`config.mk`:
```
export PLATFORM = sky130hd
export DESIGN_NAME = alu_op_sequencer_flat
export DESIGN_NICKNAME = d
export VERILOG_FILES = /design/src/rtl/alu_pkg.sv /design/src/rtl/alu_op_sequencer_if.sv /design/src/rtl/alu_op_sequencer_op_fifo.sv /design/src/rtl/alu_op_sequencer.sv /design/src/flat_wrapper.sv
export SDC_FILE = /design/constraint.sdc
export NUM_CORES = 1
export LEC_CHECK = 0
export BUFFER_PORTS_ARGS = -buffer_cell sky130_fd_sc_hd__buf_4
export CORE_ASPECT_RATIO = 0.6
export CORE_MARGIN = 1.5
export CORE_UTILIZATION = 40
export DETAILED_ROUTE_END_ITERATION = 7
export GPL_ROUTABILITY_DRIVEN = 0
export GPL_TIMING_DRIVEN = 0
export PLACE_DENSITY = 0.62
export SYNTH_ARGS = -nofsm -noshare
export SYNTH_HDL_FRONTEND = slang
export SYNTH_SLANG_ARGS = --single-unit
```
`constraint.sdc`:
```
create_clock -name clock_100Mhz -period 2.7 [get_ports clock_100Mhz]
set_input_delay 0.135 -clock clock_100Mhz [delete_from_list [all_inputs] [get_ports clock_100Mhz]]
set_output_delay 0.135 -clock clock_100Mhz [all_outputs]
set_load 0.02 [all_outputs]
```
`src/rtl/alu_pkg.sv`:
```
// alu_pkg: shared constants and types for the ALU front end.
//   ALU_DATA_W / ALU_RESULT_W / ALU_MODE_W : operand, result and mode widths.
//   ENTRY_W                                : width of one queued {A, B, mode} triple.
//   seq_state_e                            : replay sequencer state encoding.
//   op_entry_t                             : packed layout of one queued operation.
package alu_pkg;

    localparam int unsigned ALU_DATA_W   = 5;
    localparam int unsigned ALU_RESULT_W = 10;
    localparam int unsigned ALU_MODE_W   = 2;
    localparam int unsigned ENTRY_W      = ALU_DATA_W * 2 + ALU_MODE_W;

    typedef enum logic [1:0] {
        StIdle   = 2'd0,
        StSettle = 2'd1,
        StDwell  = 2'd2
    } seq_state_e;

    typedef struct packed {
        logic [ALU_DATA_W-1:0] a;
        logic [ALU_DATA_W-1:0] b;
        logic [ALU_MODE_W-1:0] mode;
    } op_entry_t;

endpackage

```
`src/rtl/alu_op_sequencer_if.sv`:
```
// alu_op_sequencer_if: bundles the switch/button inputs, the ALU core connection and the
// display-side outputs of the sequencer.
//   slave  : the sequencer's view (inputs from board and ALU, outputs to ALU and display).
//   master : the environment's view (board controls, ALU core, display path).
interface alu_op_sequencer_if #(
    parameter int unsigned DEPTH = 4
) ();
    import alu_pkg::*;

    localparam int unsigned CountW = $clog2(DEPTH) + 1;

    logic                    tick;
    logic                    enter;
    logic                    run;
    logic [ALU_DATA_W-1:0]   A_in;
    logic [ALU_DATA_W-1:0]   B_in;
    logic [ALU_MODE_W-1:0]   mode_in;
    logic [ALU_RESULT_W-1:0] alu_out;
    logic                    alu_negative;
    logic [ALU_DATA_W-1:0]   alu_A;
    logic [ALU_DATA_W-1:0]   alu_B;
    logic [ALU_MODE_W-1:0]   alu_mode;
    logic [ALU_RESULT_W-1:0] result;
    logic                    result_negative;
    logic                    result_valid;
    logic                    busy;
    logic                    done;
    logic [CountW-1:0]       count;
    logic                    full;
    logic                    empty;
    logic                    overflow;

    modport slave (
        input  tick, enter, run, A_in, B_in, mode_in, alu_out, alu_negative,
        output alu_A, alu_B, alu_mode, result, result_negative, result_valid,
               busy, done, count, full, empty, overflow
    );

    modport master (
        output tick, enter, run, A_in, B_in, mode_in, alu_out, alu_negative,
        input  alu_A, alu_B, alu_mode, result, result_negative, result_valid,
               busy, done, count, full, empty, overflow
    );

endinterface

```
`src/rtl/alu_op_sequencer_op_fifo.sv`:
```
// op_fifo: synchronous FIFO holding queued ALU operations.
//   clock_100Mhz, reset : clock and synchronous active-high reset.
//   push / din          : write request and data; a push while full is taken only together
//                         with a pop on the same edge.
//   pop                 : advance past the head; ignored when empty.
//   dout                : current head, visible without popping.
//   count, full, empty  : occupancy after the preceding edge.
module op_fifo #(
    parameter int unsigned DEPTH = 4,
    parameter int unsigned WIDTH = 12
) (
    input  logic                     clock_100Mhz,
    input  logic                     reset,
    input  logic                     push,
    input  logic                     pop,
    input  logic [WIDTH-1:0]         din,
    output logic [WIDTH-1:0]         dout,
    output logic [$clog2(DEPTH):0]   count,
    output logic                     full,
    output logic                     empty
);
    localparam int unsigned PtrW   = $clog2(DEPTH);
    localparam int unsigned CountW = PtrW + 1;

    logic [WIDTH-1:0]  mem_q [DEPTH];
    logic [PtrW-1:0]   wr_ptr_q, wr_ptr_d;
    logic [PtrW-1:0]   rd_ptr_q, rd_ptr_d;
    logic [CountW-1:0] count_q, count_d;
    logic              push_ok, pop_ok;

    assign empty   = (count_q == '0);
    assign full    = (count_q == CountW'(DEPTH));
    assign pop_ok  = pop && !empty;
    // A pop on the same edge frees the slot this push needs.
    assign push_ok = push && (!full || pop_ok);
    assign dout    = mem_q[rd_ptr_q];
    assign count   = count_q;

    always_comb begin
        wr_ptr_d = push_ok ? wr_ptr_q + PtrW'(1) : wr_ptr_q;
        rd_ptr_d = pop_ok ? rd_ptr_q + PtrW'(1) : rd_ptr_q;
        count_d  = count_q;
        if (push_ok && !pop_ok) begin
            count_d = count_q + CountW'(1);
        end else if (!push_ok && pop_ok) begin
            count_d = count_q - CountW'(1);
        end
    end

    always_ff @(posedge clock_100Mhz) begin
        if (reset) begin
            wr_ptr_q <= '0;
            rd_ptr_q <= '0;
            count_q  <= '0;
        end else begin
            wr_ptr_q <= wr_ptr_d;
            rd_ptr_q <= rd_ptr_d;
            count_q  <= count_d;
        end
    end

    // Storage needs no reset: contents are only read while count is non-zero.
    always_ff @(posedge clock_100Mhz) begin
        if (push_ok && !reset) begin
            mem_q[wr_ptr_q] <= din;
        end
    end

endmodule

```
`src/rtl/alu_op_sequencer.sv`:
```
// alu_op_sequencer: queues {A, B, mode} triples from the switches and, on run, replays them
// through the shared ALU: drive operands, wait SETTLE_CYCLES, capture the result, hold it for
// DWELL_TICKS display ticks, then issue the next queued entry.
//   clock_100Mhz, reset : clock and synchronous active-high reset.
//   bus (slave)         : tick/enter/run and switch inputs, ALU result in, registered ALU
//                         operands out, captured result and queue status out.
module alu_op_sequencer
    import alu_pkg::*;
#(
    parameter int unsigned DEPTH         = 4,
    parameter int unsigned SETTLE_CYCLES = 4,
    parameter int unsigned DWELL_TICKS   = 750
) (
    input  logic              clock_100Mhz,
    input  logic              reset,
    alu_op_sequencer_if.slave bus
);
    localparam int unsigned CountW  = $clog2(DEPTH) + 1;
    localparam int unsigned SettleW = (SETTLE_CYCLES > 1) ? $clog2(SETTLE_CYCLES) : 1;
    localparam int unsigned DwellW  = (DWELL_TICKS > 1) ? $clog2(DWELL_TICKS) : 1;
    // Counters run down to zero, so loading N-1 gives exactly N cycles / ticks.
    localparam logic [SettleW-1:0] SettleLoad = SettleW'(SETTLE_CYCLES - 1);
    localparam logic [DwellW-1:0]  DwellLoad  = DwellW'(DWELL_TICKS - 1);

    seq_state_e              state_q, state_d;
    logic [SettleW-1:0]      settle_cnt_q, settle_cnt_d;
    logic [DwellW-1:0]       dwell_cnt_q, dwell_cnt_d;
    op_entry_t               alu_op_q, alu_op_d;
    logic [ALU_RESULT_W-1:0] result_q, result_d;
    logic                    result_negative_q, result_negative_d;
    logic                    result_valid_q, result_valid_d;
    logic                    done_q, done_d;
    logic                    overflow_q, overflow_d;

    op_entry_t         fifo_din, fifo_dout;
    logic              fifo_pop;
    logic [CountW-1:0] fifo_count;
    logic              fifo_full, fifo_empty;
    logic              settle_end, dwell_end;

    assign fifo_din   = {bus.A_in, bus.B_in, bus.mode_in};
    assign settle_end = (state_q == StSettle) && (settle_cnt_q == '0);
    assign dwell_end  = (state_q == StDwell) && bus.tick && (dwell_cnt_q == '0);

    op_fifo #(
        .DEPTH (DEPTH),
        .WIDTH (ENTRY_W)
    ) u_op_fifo (
        .clock_100Mhz (clock_100Mhz),
        .reset        (reset),
        .push         (bus.enter),
        .pop          (fifo_pop),
        .din          (fifo_din),
        .dout         (fifo_dout),
        .count        (fifo_count),
        .full         (fifo_full),
        .empty        (fifo_empty)
    );

    // State register.
    always_ff @(posedge clock_100Mhz) begin
        if (reset) begin
            state_q <= StIdle;
        end else begin
            state_q <= state_d;
        end
    end

    // Next-state logic.
    always_comb begin
        state_d = state_q;
        unique case (state_q)
            StIdle:   if (bus.run && !fifo_empty) state_d = StSettle;
            StSettle: if (settle_end) state_d = StDwell;
            StDwell:  if (dwell_end) state_d = fifo_empty ? StIdle : StSettle;
            default:  state_d = StIdle;
        endcase
    end

    // Per-state actions: queue pops, counters, capture and pulses.
    always_comb begin
        fifo_pop          = 1'b0;
        settle_cnt_d      = settle_cnt_q;
        dwell_cnt_d       = dwell_cnt_q;
        alu_op_d          = alu_op_q;
        result_d          = result_q;
        result_negative_d = result_negative_q;
        result_valid_d    = result_valid_q;
        done_d            = 1'b0;
        unique case (state_q)
            StIdle: begin
                fifo_pop = bus.run && !fifo_empty;
            end
            StSettle: begin
                if (settle_end) begin
                    result_d          = bus.alu_out;
                    result_negative_d = bus.alu_negative;
                    result_valid_d    = 1'b1;
                    dwell_cnt_d       = DwellLoad;
                end else begin
                    settle_cnt_d = settle_cnt_q - SettleW'(1);
                end
            end
            StDwell: begin
                if (dwell_end) begin
                    fifo_pop = !fifo_empty;
                    done_d   = fifo_empty;
                end else if (bus.tick) begin
                    dwell_cnt_d = dwell_cnt_q - DwellW'(1);
                end
            end
            default: ;
        endcase
        if (fifo_pop) begin
            alu_op_d     = fifo_dout;
            settle_cnt_d = SettleLoad;
        end
        // fifo_pop implies non-empty, so a pop always makes room for this enter.
        overflow_d = bus.enter && fifo_full && !fifo_pop;
    end

    always_ff @(posedge clock_100Mhz) begin
        if (reset) begin
            settle_cnt_q      <= '0;
            dwell_cnt_q       <= '0;
            alu_op_q          <= '0;
            result_q          <= '0;
            result_negative_q <= 1'b0;
            result_valid_q    <= 1'b0;
            done_q            <= 1'b0;
            overflow_q        <= 1'b0;
        end else begin
            settle_cnt_q      <= settle_cnt_d;
            dwell_cnt_q       <= dwell_cnt_d;
            alu_op_q          <= alu_op_d;
            result_q          <= result_d;
            result_negative_q <= result_negative_d;
            result_valid_q    <= result_valid_d;
            done_q            <= done_d;
            overflow_q        <= overflow_d;
        end
    end

    assign bus.alu_A           = alu_op_q.a;
    assign bus.alu_B           = alu_op_q.b;
    assign bus.alu_mode        = alu_op_q.mode;
    assign bus.result          = result_q;
    assign bus.result_negative = result_negative_q;
    assign bus.result_valid    = result_valid_q;
    assign bus.busy            = (state_q != StIdle);
    assign bus.done            = done_q;
    assign bus.count           = fifo_count;
    assign bus.full            = fifo_full;
    assign bus.empty           = fifo_empty;
    assign bus.overflow        = overflow_q;

endmodule

```
`src/flat_wrapper.sv`:
```
// flat-port wrapper written by rule: the top's interface ports become plain ports
module alu_op_sequencer_flat import alu_pkg::*;
#(
    parameter int unsigned DEPTH         = 4,
    parameter int unsigned SETTLE_CYCLES = 4,
    parameter int unsigned DWELL_TICKS   = 750
)
  (clock_100Mhz, reset, bus_tick, bus_enter, bus_run, bus_A_in, bus_B_in, bus_mode_in, bus_alu_out, bus_alu_negative, bus_alu_A, bus_alu_B, bus_alu_mode, bus_result, bus_result_negative, bus_result_valid, bus_busy, bus_done, bus_count, bus_full, bus_empty, bus_overflow);
  alu_op_sequencer_if #(.DEPTH(DEPTH)) bus_i ();
  input  logic clock_100Mhz;
  input  logic reset;
  input wire logic [$bits(bus_i.tick)-1:0] bus_tick;
  input wire logic [$bits(bus_i.enter)-1:0] bus_enter;
  input wire logic [$bits(bus_i.run)-1:0] bus_run;
  input wire logic [$bits(bus_i.A_in)-1:0] bus_A_in;
  input wire logic [$bits(bus_i.B_in)-1:0] bus_B_in;
  input wire logic [$bits(bus_i.mode_in)-1:0] bus_mode_in;
  input wire logic [$bits(bus_i.alu_out)-1:0] bus_alu_out;
  input wire logic [$bits(bus_i.alu_negative)-1:0] bus_alu_negative;
  output wire logic [$bits(bus_i.alu_A)-1:0] bus_alu_A;
  output wire logic [$bits(bus_i.alu_B)-1:0] bus_alu_B;
  output wire logic [$bits(bus_i.alu_mode)-1:0] bus_alu_mode;
  output wire logic [$bits(bus_i.result)-1:0] bus_result;
  output wire logic [$bits(bus_i.result_negative)-1:0] bus_result_negative;
  output wire logic [$bits(bus_i.result_valid)-1:0] bus_result_valid;
  output wire logic [$bits(bus_i.busy)-1:0] bus_busy;
  output wire logic [$bits(bus_i.done)-1:0] bus_done;
  output wire logic [$bits(bus_i.count)-1:0] bus_count;
  output wire logic [$bits(bus_i.full)-1:0] bus_full;
  output wire logic [$bits(bus_i.empty)-1:0] bus_empty;
  output wire logic [$bits(bus_i.overflow)-1:0] bus_overflow;
  assign bus_i.tick = bus_tick;
  assign bus_i.enter = bus_enter;
  assign bus_i.run = bus_run;
  assign bus_i.A_in = bus_A_in;
  assign bus_i.B_in = bus_B_in;
  assign bus_i.mode_in = bus_mode_in;
  assign bus_i.alu_out = bus_alu_out;
  assign bus_i.alu_negative = bus_alu_negative;
  assign bus_alu_A = bus_i.alu_A;
  assign bus_alu_B = bus_i.alu_B;
  assign bus_alu_mode = bus_i.alu_mode;
  assign bus_result = bus_i.result;
  assign bus_result_negative = bus_i.result_negative;
  assign bus_result_valid = bus_i.result_valid;
  assign bus_busy = bus_i.busy;
  assign bus_done = bus_i.done;
  assign bus_count = bus_i.count;
  assign bus_full = bus_i.full;
  assign bus_empty = bus_i.empty;
  assign bus_overflow = bus_i.overflow;
  alu_op_sequencer #(.DEPTH(DEPTH), .SETTLE_CYCLES(SETTLE_CYCLES), .DWELL_TICKS(DWELL_TICKS)) u_core (.clock_100Mhz(clock_100Mhz), .reset(reset), .bus(bus_i));
endmodule
```
Word level (Yosys, flattened, before mapping)
Memory sizes are Yosys's and may differ from the RTL's. A register that Yosys moved wholly into a read port is not among the register bits.
Index checks and enable logic that the tools add are counted.
{"block": "totals", "out_inout_bits": 32, "wordCells": 78, "register_bits": 35, "n_memories": 1, "mem_bits_rw": 48, "input_bits": 28}
{"name": "u_core.u_op_fifo.mem_q", "words": 4, "width": 12, "read_ports": 1, "rd_clocked_by_memory_dff": 1, "wr": 1, "line": "alu_op_sequencer_op_fifo.sv:25", "source": "logic [WIDTH-1:0] mem_q [DEPTH];"}
{"block": "op_classes", "bitwise_logic": 2, "addsub": 6, "n_mux": 18, "reduce_logical": 31, "n_eq_ne": 9}
{"operator": "$mux 10", "n": 3}
{"operator": "$pmux 10 s2", "n": 1}
{"operator": "$mux 2", "n": 6}
{"operator": "$logic_and 1x1->1", "n": 11}
{"operator": "$logic_not 10->1", "n": 1}
{"operator": "$sub 10x1->10 const B", "n": 1}
{"operator": "$reduce_bool 2->1", "n": 4}
{"operator": "$logic_not 1->1", "n": 6}
{"operator": "$mux 3", "n": 2}
{"operator": "$ne 2x1->1 const B", "n": 3}
{"operator": "$ne 2x2->1 const B", "n": 3}
{"operator": "$pmux 2 s3", "n": 1}
{"operator": "$add 2x1->2 const B", "n": 2}
{"operator": "$logic_not 2->1", "n": 2}
{"operator": "$mux 1", "n": 4}
{"operator": "$reduce_and 2->1", "n": 2}
{"operator": "$reduce_and 4->1", "n": 1}
{"operator": "$add 3x1->3 const B", "n": 1}
{"operator": "$eq 3x3->1 const B", "n": 1}
{"operator": "$logic_not 3->1", "n": 1}
{"operator": "$reduce_and 3->1", "n": 1}
{"operator": "$reduce_or 3->1", "n": 1}
{"operator": "$sub 3x1->3 const B", "n": 1}
{"operator": "$eq 2x1->1 const B", "n": 1}
{"operator": "5 further kinds", "n": 6}

Depth between registers and ports, before layout
Gate-level depths: netlist of run 1.
{"block": "depth", "word_depth": 12, "depth_mapped": 14, "mapped_depth_nobuf": 12}

Hierarchy
Synthesis of run 1 repeated with hierarchy kept, for this count alone.
{"block": "hier_totals", "hier_cells": 316, "area_unflattened_um2": 3912.5}
{"module": "op_fifo", "cells_each": 111, "n_inst": 1, "area_each_um2": 2210.9, "seq_area_each_um2": 1621.6}
{"module": "alu_op_sequencer", "cells_each": 205, "n_inst": 1, "area_each_um2": 1701.6, "seq_area_each_um2": 800.8}

Least setup slack after synthesis of run 1
No wires, ideal clock.
{"block": "synth_timing", "path_type": "register -> register", "startpoint": "reg u_core.dwell_cnt_q[0]", "endpoint": "mem u_core.u_op_fifo.mem_q[1][0], enable pin", "arrival_time_ps": 2560, "n_path_buf": 1, "slack_ps": -259, "stages_incl_launch_ff": 8, "synth_period_minus_slack_ps": 2959, "required_time_ps": 2301, "setup_time_ps": 399, "cell_sequence": "dfxtp_1 > inv_1 > ha_1 > or3b_2 > clkbuf_1 > nor4_4 > o311ai_2 > nor3b_1"}
{"block": "synth_between", "elab_chain_cells": 10}
{"item": "start: declaration", "line": "alu_op_sequencer.sv:27", "source": "logic [DwellW-1:0] dwell_cnt_q, dwell_cnt_d;"}
{"item": "start signal: assignment", "line": "alu_op_sequencer.sv:134", "source": "dwell_cnt_q <= dwell_cnt_d;"}
{"item": "$logic_not 10->1", "line": "alu_op_sequencer.sv:43", "source": "assign dwell_end = (state_q == StDwell) && bus.tick && (dwell_cnt_q == '0);"}
{"item": "$logic_and 1x1->1", "line": "alu_op_sequencer.sv:43"}
{"item": "$mux 1", "line": "alu_op_sequencer.sv:105", "source": "if (dwell_end) begin"}
{"item": "$pmux 1 s2", "line": "alu_op_sequencer.sv:90", "source": "unique case (state_q)"}
{"item": "$logic_and 1x1->1", "line": "alu_op_sequencer_op_fifo.sv:33", "source": "assign pop_ok = pop && !empty;"}
{"item": "$logic_or 1x1->1", "line": "alu_op_sequencer_op_fifo.sv:35", "source": "assign push_ok = push && (!full || pop_ok);"}
{"item": "$logic_and 1x1->1", "line": "alu_op_sequencer_op_fifo.sv:35"}
{"item": "$logic_and 1x1->1", "line": "alu_op_sequencer_op_fifo.sv:64", "source": "if (push_ok && !reset) begin"}
{"item": "$mux 1", "line": "alu_op_sequencer_op_fifo.sv:64"}
{"item": "$mux 1 (not written as such)", "line": "alu_op_sequencer_op_fifo.sv:65", "source": "mem_q[wr_ptr_q] <= din;"}
{"item": "end: declaration", "line": "alu_op_sequencer_op_fifo.sv:25"}
No other way between the ends.

Final worst setup path of run 1
{"block": "layout_timing", "startpoint": "reg u_core.dwell_cnt_q[7]", "endpoint": "reg u_core.u_op_fifo.count_q[2], in the netlist u_core.u_op_fifo.count[2]"}
{"block": "layout_between", "elab_chain_cells": 10, "elab_cells_between_ends": 13, "classes_between": "mux: 3; reduce/logical: 10"}
{"item": "$logic_not 10->1 (*)", "line": "alu_op_sequencer.sv:43"}
{"item": "$logic_and 1x1->1 (*)", "line": "alu_op_sequencer.sv:43"}
{"item": "$mux 1 (*)", "line": "alu_op_sequencer.sv:105"}
{"item": "$pmux 1 s2 (*)", "line": "alu_op_sequencer.sv:90"}
{"item": "$logic_and 1x1->1 (*)", "line": "alu_op_sequencer_op_fifo.sv:33"}
{"item": "$logic_or 1x1->1", "line": "alu_op_sequencer_op_fifo.sv:35"}
{"item": "$logic_and 1x1->1", "line": "alu_op_sequencer_op_fifo.sv:35"}
{"item": "$logic_not 1->1", "line": "alu_op_sequencer_op_fifo.sv:45", "source": "end else if (!push_ok && pop_ok) begin"}
{"item": "$logic_and 1x1->1", "line": "alu_op_sequencer_op_fifo.sv:45"}
{"item": "$reduce_bool 2->1 (no line)"}
{"item": "end signal: assignment", "line": "alu_op_sequencer_op_fifo.sv:58", "source": "count_q <= count_d;"}
{"item": "end: declaration", "line": "alu_op_sequencer_op_fifo.sv:28", "source": "logic [CountW-1:0] count_q, count_d;"}
Every way passes the cells marked *; elsewhere a longest branch is shown, timed or not.
A chain may end at the register's enable or synchronous reset.

==> metrics.md, run 1 <==
| Metric | Value |
|---|---|
| CTS tree | done |
| Leakage power total | 0.00199 µW |
| Crit-path cells | or4_4 -> nor4_4 -> o311ai_4 -> inv_2 -> ha_4 -> inv_2 -> fa_2 -> xor2_1 -> or3_1 -> a21oi_1 |
| Area Growth Syn to Fin | 30.7% |
| Fin nets | 442 |
| Worst slew pin tran | 0.729 ns |
| # fillers | 846 |
| Pwr Density | 916 nW/µm² |
| Period utilization | 99.8% |
| Syn Area/Cell | 12.9 µm² |
| Arr. time, crit path | 2.97 ns |
| Vias/cell | 4.94 |
| Largest delay share family, worst path | simple AND/OR/NAND/NOR gates |
| VDD IR max | 0.430 mV |
| Clk slew on worst S/H paths | 0.07 ns |
| Sequential share of the synthesized area | 59.6% |
| Hold/Removal Path Class | input port to register |
| Final setup vio count | 0 |
| IO Pins | 60 |
| Clock power frac | 28.3% |
| IO buf count | 59 |
| Hpwl dp | 6040 µm |
| Vias in the first global route | 2,608 |
| Detailed-route via count | 2,690 |
| Placed cell count | 509 |
| Ant diodes | 0 |
| Netlist Area Pre-Place | 4000 µm² |
| Slowest stage delay, CP | 0.57 ns |
| Die area | 10,600 µm² |
| Fin. max-slew vios | 0 |
| Largest net degree at the start of global routing | 17 |
| Sum of buffers and inverters on the critical path | 2 |
| Initial DRT Pass Iterations | 4 |
| Gate Count Post-Synth | 311 |
| Core ar. | 9770 µm² |
| Final WL | 8610 µm |
| Critical Path Sink Type | register |
| Count of final hold-check violations | 0 |
| Warnings, synthesis | 0 |
| Comb pwr share | 32.8% |
| Initial antenna violation count | 0 |
| Pint | 3270 µW |
| DR iter-0 viols | 167 |
| Data required, critical path | 2.97 ns |
| Sequential share of power | 38.9% |
| Synth top area share | 36.0% |
| Maxcap violations | 0 |
| Clock buffer count from CTS | 9 |
| Clk_skew | 0.00494 ns |
| Crit-path max FO | 3 |
| CTS Sinks | 95 |
| Grt met1 use | 23.5% |
| Initial core utilization | 40.9% |
| DR WL/cell | 15.8 µm |
| GRT busiest layer | met2 |
| Post-route insts no fill | 545 |
| Fin crit period | 2.69 ns |
| Top cells by area, synth | edfxtp_1 36%, dfxtp_1 24%, mux4_2 6.8%, nand2b_1 4.2%, mux2i_1 3.5% |
| Asr flop ratio synth | 0% |
| Unrepaired setup endpoints after global routing | true |
| H-tree lvl count | 3 |
| Synth area leader | edfxtp_1 |
| Met2 Use GR | 25.8% |
| Most used DFF post-synth | edfxtp_1 |
| Startpoint class of the critical path | register |
| Mapped Nets | 348 |
| Leading cell type in the layout, fill and taps excluded | buf_4 |
| Switching Share | 31.8% |
| Row count | 28 |
| Die Wd | 132 µm |
| Total grt overflow | 0 |
| Most frequent cells in the layout | 70 x buf_4, 48 x edfxtp_1, 43 x dfxtp_1 |
| Unique masters post-synth | 54 |
| Worst skew pair latency | 0.35 ns |
| Sum Neg Setup Slack | 0 ns |
| Cell mode on critical path | inv_2 |
| #FFs+latches synth | 95 |
| # DRC | 0 |
| Slew headroom | 51.4% |
| Routed Antenna Nets | 0 |
| Core Util, Final | 53.5% |
| Slowest-stage cell, CP | or4_4 |
| Post-synth EDFFs | 48 |
| Die Ht | 80.5 µm |
| Root Buffer | clkbuf_16 |
| Crit Path Class | register to register |
| M3 GR Usage | 5.68% |
| Fin Hold WS | 0.0330 ns |
| Fmax | 0.371 GHz |
| First-pass GRT wire length | 13,400 µm |
| Share of post-route cells with drive strength above 1 | 32.4% |
| Clk buf depth | 2 |
| NetSw | 1520 µW |
| Total Routing Usage GR | 17.3% |
| Status | completed |
-- power groups by stage --
stage | Clock [µW] | Combinational [µW] | Sequential (µW)
5_1_grt | 1440 | 1710 | 1890
6_report | 1350 | 1570 | 1860
3_5_place_dp | 0 | 1520 | 1890
4_1_cts | 1380 | 1540 | 1860
3_3_place_gp | 0 | 1470 | 1890
2_1_floorplan | 0 | 971 | 1960
-- state kept, by name, summed over array words and instances (netlist names) --
| signal | flops |
|---|---|
| u_core.bus.alu_B | 5 |
| u_core.settle_cnt_q | 2 |
| u_core.bus.alu_mode | 2 |
| u_core.u_op_fifo.count | 3 |
| u_core.bus.result | 10 |
| u_core.bus.alu_A | 5 |
| u_core.u_op_fifo.wr_ptr_q | 2 |
| u_core.bus.done | 1 |
| u_core.bus.result_valid | 1 |
| u_core.state_q | 2 |
| u_core.bus.result_negative | 1 |
| u_core.bus.overflow | 1 |
| u_core.u_op_fifo.rd_ptr_q | 2 |
| u_core.dwell_cnt_q | 10 |
| u_core.u_op_fifo.mem_q | 48 |
-- per-stage QoR --
step / setup slack (ns) / total power (µW) / cell area [µm²]
after floorplan: -0.226 / 2930 / 4040
after detailed placement: -0.276 / 3410 / 4720
after global placement: -1.07 / 3350 / 4650
final: 0.00629 / 4790 / 5230
after global routing: -0.0753 / 5050 / 5230
after CTS: 0.00583 / 4780 / 5190
-- worst paths after layout --
path,startpoint,slack (ns),cells past startpoint,to
setup / recovery,u_core.dwell_cnt_q[7]$_SDFFE_PP0P_,0.006,10,u_core.u_op_fifo.count[2]$_SDFFE_PP0P_
hold / removal,bus_alu_out[7],0.03,3,u_core.bus.result[7]$_SDFFE_PP0P_
hold reg to reg,u_core.bus.result[4]$_SDFFE_PP0P_,0.46,2,u_core.bus.result[4]$_SDFFE_PP0P_
setup reg to reg,u_core.dwell_cnt_q[7]$_SDFFE_PP0P_,0.006,10,u_core.u_op_fifo.count[2]$_SDFFE_PP0P_
-- timing repair --
action	4_1_cts	5_1_grt
endpoints found under the hold margin	48	0
pin swaps	3	0
resized for setup	4	2
buffers inserted	8	4
hold buffers	12	0
endpoints found under the setup margin	9	9
-- synth_stat cells, types with 2 or more instances --
| library cell | number |
|---|---|
| o311ai_2 | 2 |
| xor2_1 | 4 |
| nand3b_1 | 2 |
| dfxtp_1 | 47 |
| nor2_1 | 13 |
| a31oi_1 | 4 |
| ha_1 | 8 |
| buf_1 | 2 |
| mux2i_1 | 14 |
| clkbuf_1 | 13 |
| nor3_1 | 7 |
| edfxtp_1 | 48 |
| xnor2_1 | 2 |
| mux4_2 | 12 |
| buf_6 | 2 |
| nand2b_1 | 27 |
| or4_1 | 3 |
| inv_1 | 11 |
| or2_2 | 3 |
| nand2_1 | 25 |
| nor3b_1 | 7 |
| o21ai_0 | 4 |
| nand4b_1 | 2 |
| a21oi_1 | 16 |
| or3_1 | 4 |
-- worst register-to-register path, stage by stage (launching register included) --
cell      delay, ns
dfxtp_1        0.32
or4_4          0.57
nor4_4         0.35
o311ai_4       0.17
inv_2          0.12
ha_4           0.14
inv_2          0.04
fa_2           0.35
xor2_1         0.15
or3_1          0.31
a21oi_1        0.12
-- layout make-up --
type	count	area, µm²	area share, %
Multi-Input combinational cell	185	1530	29.3
Tap cell	135	169	3.23
Inverter	12	45.0	0.861
Clock buffer	9	225	4.31
Sequential cell	95	2390	45.7
Clock inverter	7	95.1	1.82
Buffer	15	65.1	1.24
Timing Repair Buffer	87	711	13.6
-- cells by family after synthesis --
| logic type | synth area share (%) |
|---|---|
| muxes | 10.9 |
| buffers and inverters | 3.60 |
| AOI/OAI and AO/OA | 6.79 |
| xor gates and xnor gates | 1.31 |
| and+or+nand+nor | 14.8 |
| adders and majority gates | 3.00 |
| DFF | 59.6 |
-- metal layers --
metal | wire length, µm | up-vias
li1 | - | 1324
met2 | 3750 | 59
met5 | 0 | -
met1 | 4340 | 1295
met3 | 429 | 12
met4 | 91 | 0
No activity file was read; power rests on OpenSTA's default activity.
==> run 2: changes to the inputs <==
BUFFER_PORTS_ARGS = unset   (was -buffer_cell sky130_fd_sc_hd__buf_4)
CTS_BUF_LIST = sky130_fd_sc_hd__clkbuf_2   (was unset)
DONT_BUFFER_PORTS = 1   (was unset)
PLACE_DENSITY = 0.56   (was 0.62)
SLEW_MARGIN = 5   (was unset)
==> run 2 against run 1 <==
Effect of this change:
- global-route usage is 0.96 points lower
- cell count is 8.6% lower
- critical path depth stayed put
- die area stayed put
- critical path type unchanged
==> metrics.md, run 2 (synthesis results as in run 1) <==
| Metric | Value |
|---|---|
| IO Pins | 60 (unchanged) |
| Slowest-stage cell, CP | or4_4 |
| Ant diodes | 0 (unchanged) |
| Die Wd | 132 µm (unchanged) |
| Initial antenna violation count | 0 (unchanged) |
| DR WL/cell | 16.3 µm (+3.5%) |
| Sequential share of power | 51.0% (+12 points) |
| Die Ht | 80.5 µm (unchanged) |
| Status | completed |
| Critical Path Sink Type | register |
| Most frequent cells in the layout | 48 x edfxtp_1, 42 x dfxtp_1, 27 x nand2b_1, 27 x dlygate4sd3_1, 25 x nand2_1 |
| Row count | 28 (unchanged) |
| First-pass GRT wire length | 13,000 µm (-3.2%) |
| Hpwl dp | 5520 µm (-8.5%) |
| DR iter-0 viols | 173 (+3.6%) |
| Cell mode on critical path | inv_2 |
| # DRC | 0 (unchanged) |
| Maxcap violations | 0 (unchanged) |
| Clk buf depth | 2 (unchanged) |
| Critical path origin | u_core.dwell_cnt_q[5]$_SDFFE_PP0P_ |
| Final setup vio count | 0 (unchanged) |
| Data required, critical path | 3.19 ns (+0.22 ns) |
| Vias/cell | 5.05 (+2.3%) |
| Root Buffer | clkbuf_2 |
| Final WL | 8140 µm (-5.5%) |
| Total Routing Usage GR | 16.3% (-0.96 points) |
| IO buf count | 0 (-100%) |
| Largest net degree at the start of global routing | 16 (-1) |
| Fin nets | 395 (-11%) |
| Routed Antenna Nets | 0 (unchanged) |
| Fin crit period | 2.66 ns (-0.0357 ns) |
| Startpoint class of the critical path | register |
| Clock buffer count from CTS | 9 (unchanged) |
| CTS Sinks | 95 (unchanged) |
| Sum Neg Setup Slack | 0 ns (unchanged) |
| Worst slew pin tran | 0.783 ns (+0.0538 ns) |
| Pwr Density | 827 nW/µm² (-9.6%) |
| Crit-path cells | or4_4 -> nor4_4 -> o311ai_4 -> inv_2 -> ha_4 -> inv_2 -> fa_2 -> xor2_1 -> or3_1 -> a21oi_2 |
| Period utilization | 98.4% (-1.3 points) |
| Fmax | 0.376 GHz (+1.3%) |
| Worst skew pair latency | 0.55 ns (+0.20 ns) |
| Switching Share | 35.9% (+4.2 points) |
| Largest Register | u_core.u_op_fifo.mem_q |
| Final worst slack | 0.0420 ns (+0.0357 ns) |
| Largest delay share family, worst path | simple AND/OR/NAND/NOR gates |
| Slew headroom | 47.6% (-3.8 points) |
| Vias in the first global route | 2,441 (-6.4%) |
| Comb pwr share | 31.7% (-1.1 points) |
| Fin Hold WS | 0.0548 ns (+0.0218 ns) |
| Leakage power total | 0.00166 µW (-17%) |
| Crit Path Class | register to register |
| Initial DRT Pass Iterations | 4 (unchanged) |
| Initial core utilization | 40.9% (unchanged) |
| Clock power frac | 17.2% (-11 points) |
| Sum of buffers and inverters on the critical path | 2 (unchanged) |
| Die area | 10,600 µm² (unchanged) |
| Area Growth Syn to Fin | 17.8% |
| Detailed-route via count | 2,515 (-6.5%) |
| Final instance area | 4710 µm² (-9.9%) |
| Number of flip-flops in the largest register | 48 (unchanged) |
| Unrepaired setup endpoints after global routing | true |
| Slowest stage delay, CP | 0.54 ns (-0.03 ns) |
| Core ar. | 9770 µm² (unchanged) |
| NetSw | 1400 µW (-7.9%) |
| Hold/Removal Path Class | input port to register |
| Clk_skew | 0.0259 ns (+0.0209 ns) |
| Leading cell type in the layout, fill and taps excluded | edfxtp_1 |
| Share of post-route cells with drive strength above 1 | 19.8% (-13 points) |
| Post-route insts no fill | 498 (-8.6%) |
| Clk slew on worst S/H paths | 0.26 ns (+0.19 ns) |
| Critical R2R Launch | u_core.dwell_cnt_q[5]$_SDFFE_PP0P_ |
| Total grt overflow | 0 (unchanged) |
| Area after DPL | 4270 µm² (-9.4%) |
| Fin. max-slew vios | 0 (unchanged) |
| CTS tree | done |
| Pint | 2500 µW (-24%) |
| Worst slack at placement | -0.477 ns (-0.201 ns) |
| Placed cell count | 450 (-12%) |
| Hold_sp | reset |
| Crit-path max FO | 5 (+2) |
| Count of final hold-check violations | 0 (unchanged) |
| Arr. time, crit path | 3.15 ns (+0.18 ns) |
| VDD IR max | 0.330 mV (-23%) |
| H-tree lvl count | 3 (unchanged) |
run 2: changes by cell type in the layout (fill, tap and decap cells not counted), sizes merged:
cell         change
clkinv           +4
buf             -61
inv              -2
bufinv           -1
dlygate4sd3     +15
clkinvlp         -1
clkbuf           -1
run 2: power by group through the flow:
| stage | logic [µW] | clock network, µW | registers, µW |
|---|---|---|---|
| floorplan | 971 | 0 | 1960 |
| global placement | 1160 | 0 | 2000 |
| detailed placement | 1190 | 0 | 2010 |
| CTS | 1240 | 700 | 1980 |
| global route | 1370 | 759 | 2020 |
| finish | 1240 | 671 | 1990 |
run 2: per-layer routing:
layer	track usage (%)	part of all wire [%]	vias up
met5	0	0	-
met4	4.67	1.0	0
met3	5.62	5.6	7
met2	25.1	44	66
met1	21.9	49	1219
li1	-	-	1223
run 2: path summary, 6_finish.rpt:
check                                                            endpoint  slack, ns  cells past startpoint
worst max-delay path               u_core.u_op_fifo.count[2]$_SDFFE_PP0P_       0.04                     10
worst min-delay path            u_core.u_op_fifo.wr_ptr_q[0]$_SDFFE_PP0N_       0.05                      3
worst min register to register         u_core.dwell_cnt_q[1]$_SDFFE_PP0P_       0.53                      2
worst max register to register     u_core.u_op_fifo.count[2]$_SDFFE_PP0P_       0.04                     10
run 2: final cells by class:
type / count / area, µm²
Fill cell: 880 / 5060
Sequential cell: 95 / 2390
Multi-Input combinational cell: 185 / 1550
Timing Repair Buffer: 41 / 390
Tap cell: 135 / 169
Clock inverter: 7 / 63.8
Buffer: 14 / 61.3
Clock buffer: 9 / 45.0
Inverter: 12 / 45.0
run 2: metrics by stage:
step	power [µW]	utilization, %
2_1_floorplan	2930	-
3_3_place_gp	3170	43.0
3_5_place_dp	3200	43.7
4_1_cts	3930	48.1
5_1_grt	4150	48.2
6_report	3900	48.2
run 2: repair_timing:
item | in CTS | in global routing
setup endpoints to repair | 9 | 9
buffers inserted | 10 | 0
hold buffers | 27 | 0
pin swaps | 3 | 0
hold endpoints to repair | 77 | 0
gates resized for setup | 8 | 2
run 2: worst register-to-register path: stages, from the launching register on:
cell	delay, ns
dfxtp_2	0.39
or4_4	0.54
nor4_4	0.35
o311ai_4	0.14
inv_2	0.11
ha_4	0.14
inv_2	0.04
fa_2	0.34
xor2_1	0.15
or3_1	0.32
a21oi_2	0.11
==> run 3: changes to the inputs <==
SYNTH_HIERARCHICAL = 1   (was unset)
==> run 3 against run 2 <==
Effect of this change:
- the run now ends with negative hold slack, negative setup slack left
- sequential cell count grew 2
- via count up 8.5%
- cell count is 3.4% higher
- clock power rose by 17%
- non-clock buffer count is 15 higher
- sequential share of layout area down 0.81 points
- register-to-register slack worse by 0.30 ns
- fmax shrank 10%
- first-iteration DRC count fell by 16%
- wire length rose by 10%
- synthesized cell count rose by 1.6%
- critical endpoint is now u_core/u_op_fifo/count[2]$_SDFFE_PP0P_
- largest power group unchanged
==> metrics.md, run 3 <==
| Metric | Value |
|---|---|
| Unrepaired setup endpoints after global routing | true |
| Cell mode on critical path | inv_2 |
| IO Pins | 60 (unchanged) |
| Share of post-route cells with drive strength above 1 | 22.1% (+2.2 points) |
| # DRC | 0 (unchanged) |
| Initial antenna violation count | 0 (unchanged) |
| Crit-path max FO | 7 (+2) |
| Warnings, synthesis | 6 (+6) |
| Routed Antenna Nets | 0 (unchanged) |
| DR WL/cell | 17.4 µm (+6.4%) |
| Total grt overflow | 0 (unchanged) |
| Number of flip-flops in the largest register | 48 (unchanged) |
| Count of final hold-check violations | 3 (+3) |
| Post-route insts no fill | 515 (+3.4%) |
| Reg2reg setup slack | -0.26 ns (-0.30 ns) |
| Die area | 10,400 µm² (-2.1%) |
| Slowest stage delay, CP | 0.51 ns (-0.03 ns) |
| Clk buf depth | 2 (unchanged) |
| Sequential share of power | 46.8% (-4.2 points) |
| Sequential share of the synthesized area | 61.9% (+2.4 points) |
| Critical path origin | u_core/dwell_cnt_q[2]$_SDFFE_PP0P_ |
| Top-count cell post-synth | dfxtp_1 |
| Slew headroom | 48.3% (+0.69 points) |
| #FFs+latches synth | 97 (+2.1%) |
| Arr. time, crit path | 3.46 ns (+0.31 ns) |
| DR iter-0 viols | 145 (-16%) |
| Leakage power total | 0.00167 µW (+0.38%) |
| Worst slew pin tran | 0.776 ns (-0.00741 ns) |
| Vias/cell | 5.30 (+5.0%) |
| Data required, critical path | 3.21 ns (+0.02 ns) |
| VDD IR max | 0.510 mV (+54%) |
| Area Growth Syn to Fin | 24.3% |
| Status | finished, violations left |
| Maxcap violations | 0 (unchanged) |
| Clk slew on worst S/H paths | 0.25 ns (about the same) |
| Mapped Nets | 353 (+1.4%) |
| Ant diodes | 0 (unchanged) |
| First-pass GRT wire length | 13,900 µm (+6.9%) |
| Clock buffer count from CTS | 9 (unchanged) |
| Post-synth top cells | 49 x dfxtp_1, 48 x edfxtp_1, 29 x a21oi_1 |
| Comb pwr share | 36.1% (+4.4 points) |
| Detailed-route via count | 2,730 (+8.5%) |
| Total Routing Usage GR | 18.1% (+1.8 points) |
| Crit path capture | u_core/u_op_fifo/count[2]$_SDFFE_PP0P_ |
| Hold/Removal Path Class | input port to register |
| Largest delay share family, worst path | simple AND/OR/NAND/NOR gates |
| Die Ht | 79.6 µm (-1.1%) |
| Worst slack at placement | -0.648 ns (-0.171 ns) |
| IO buf count | 0 (unchanged) |
| Gate Count Post-Synth | 316 (+1.6%) |
| Crit-path cells | or4_4 -> buf_6 -> o41ai_4 -> nand2_2 -> inv_4 -> o21ai_4 -> inv_2 -> ha_4 -> inv_2 -> fa_2 -> xor2_2 -> or3_4 -> a21oi_2 |
| Final WL | 8950 µm (+10%) |
| Critical R2R Launch | u_core/dwell_cnt_q[2]$_SDFFE_PP0P_ |
| Most frequent cells in the layout | 48 x edfxtp_1, 46 x dfxtp_1, 32 x dlygate4sd3_1 |
| Fmax | 0.338 GHz (-10%) |
| Top cells by area, synth | edfxtp_1 37%, dfxtp_1 25%, mux4_2 6.9%, a21oi_1 3.7%, ha_1 2.6% |
| H-tree lvl count | 3 (unchanged) |
| CTS tree | done |
| Fin Hold WS | -0.118 ns (-0.173 ns) |
| Crit Reg-Reg Endpoint | u_core/u_op_fifo/count[2]$_SDFFE_PP0P_ |
| Core ar. | 9320 µm² (-4.6%) |
| # fillers | 828 (-5.9%) |
| Clk_skew | 0.0314 ns (+0.00549 ns) |
| Switching Share | 37.7% (+1.8 points) |
| Leading cell type in the layout, fill and taps excluded | edfxtp_1 |
| Worst skew pair latency | 0.57 ns (+0.02 ns) |
| Synth top area share | 36.8% (+0.81 points) |
| Post-synth EDFFs | 48 (unchanged) |
| Initial core utilization | 42.0% (+1.0 points) |
| Slowest-stage cell, CP | or4_4 |
| Initial DRT Pass Iterations | 4 (unchanged) |
| Core Util, Final | 52.1% (+4.0 points) |
| Most used DFF post-synth | dfxtp_1 |
| Row count | 27 (-3.6%) |
| Die Wd | 131 µm (-1.1%) |
| Synth area leader | edfxtp_1 |
| Hpwl dp | 5930 µm (+7.3%) |
| Final setup vio count | 6 (+6) |
| Crit Path Class | register to register |
| Pwr Density | 943 nW/µm² (+14%) |
| NetSw | 1730 µW (+24%) |
| Largest Register | u_core/u_op_fifo/mem_q |
| Unique masters post-synth | 46 (-15%) |
| Root Buffer | clkbuf_2 |
| Netlist Area Pre-Place | 3910 µm² (-2.2%) |
| Fin nets | 417 (+5.6%) |
| Clock power frac | 17.1% (about the same) |
| Reg2reg path depth | 13 (+3) |
| Sum of buffers and inverters on the critical path | 4 (+2) |
| Final worst slack | -0.256 ns (-0.298 ns) |
| Vias in the first global route | 2,688 (+10%) |
| Critical Path Sink Type | register |
| CTS Sinks | 97 (+2.1%) |
| Fin crit period | 2.96 ns (+0.298 ns) |
| Syn Area/Cell | 12.4 µm² (-3.7%) |
| Startpoint class of the critical path | register |
| Period utilization | 109% (+11 points) |
| Pint | 2850 µW (+14%) |
| Failing checks | negative hold slack, negative setup slack |
| Fin. max-slew vios | 0 (unchanged) |
| Largest net degree at the start of global routing | 17 (+1) |
| Placed cell count | 450 (unchanged) |
| Stages on the worst setup path | 13 (+3) |
| Asr flop ratio synth | 0% (unchanged) |
==> run 3: changes by cell type after synthesis, sizes merged, moves of 3 or more <==
cell    previous run  this run
nor3               7         4
mux2i             14         2
a31oi              4         7
o31ai              1         5
o21ai              5        17
nand2b            27         5
nand3              1        15
a21oi             16        29
==> run 3: logic make-up after synthesis <==
| group | count (synthesis) | synth area share [%] |
|---|---|---|
| flip-flops | 97 | 61.9 |
| AND/OR/NAND/NOR | 94 | 12.7 |
| AO/OA/AOI/OAI | 66 | 10.2 |
| multiplexers | 15 | 7.80 |
| XOR/XNOR | 6 | 1.34 |
| adder cells (fa/ha/maj) | 9 | 3.07 |
| buffers and inverters | 29 | 2.91 |
==> run 3: worst min-delay path, cell delays in order <==
cell,delay (ns)
o21ai_4,0.04
inv_2,0.07
buf_4,0.12
mux2i_1,0.06
==> run 3: worst min-delay path by stage <==
stage	startpoint	endpoint	slack, ns	cells past startpoint
5_1_grt	bus_enter	u_core/u_op_fifo/wr_ptr_q[1]$_SDFFE_PP0N_	-0.12	4
4_1_cts	bus_enter	u_core/u_op_fifo/wr_ptr_q[0]$_SDFFE_PP0N_	-0.09	4
2_1_floorplan	bus_mode_in[0]	u_core/u_op_fifo/mem_q[0][0]$_DFFE_PP_	0.23	0
3_5_place_dp	bus_B_in[3]	u_core/u_op_fifo/mem_q[0][5]$_DFFE_PP_	0.23	0
3_3_place_gp	bus_B_in[3]	u_core/u_op_fifo/mem_q[0][5]$_DFFE_PP_	0.23	0
6_report	bus_enter	u_core/u_op_fifo/wr_ptr_q[1]$_SDFFE_PP0N_	-0.12	4
==> run 3: what timing repair did <==
action | in CTS | in global routing
gates resized for setup | 24 | 9
setup endpoints to repair | 51 | 17
endpoints found under the hold margin | 80 | 4
hold buffers | 32 | 1
pin swaps | 7 | 5
setup buffers | 15 | 3
==> run 3: power by group through the flow <==
stage	clock (µW)	combinational, µW	sequential (µW)
floorplan	0	1040	2090
global placement	0	1290	2150
detailed placement	0	1330	2150
CTS	813	1570	2140
global route	860	1830	2190
finish	784	1650	2150
==> run 3: through the flow <==
stage	setup TNS [ns]	total power, µW	area [µm²]	hold slack [ns]
floorplan	-16.53	3130	3920	0.234
global placement	-63.38	3440	4090	0.234
detailed placement	-9.57	3490	4150	0.234
CTS	-0.421	4520	4810	-0.0897
global route	-4.07	4870	4860	-0.121
finish	-0.420	4580	4860	-0.118
==> run 3: layer usage <==
metal	track usage [%]	part of all wire, %
met1	25.9	51
met2	26.2	42
met3	5.90	6.5
met4	5.38	0.92
met5	0	0
==> run 3: layout make-up <==
type | instances | area, µm² | area share (%)
multi-input cells | 190 | 1510 | 31.1
flip-flops and latches | 97 | 2430 | 49.9
clock buffers | 10 | 50.0 | 1.03
clock inverters | 6 | 83.8 | 1.72
plain buffers | 17 | 75.1 | 1.54
inverters | 12 | 47.5 | 0.978
repair buffers | 53 | 504 | 10.4
well taps | 130 | 163 | 3.35
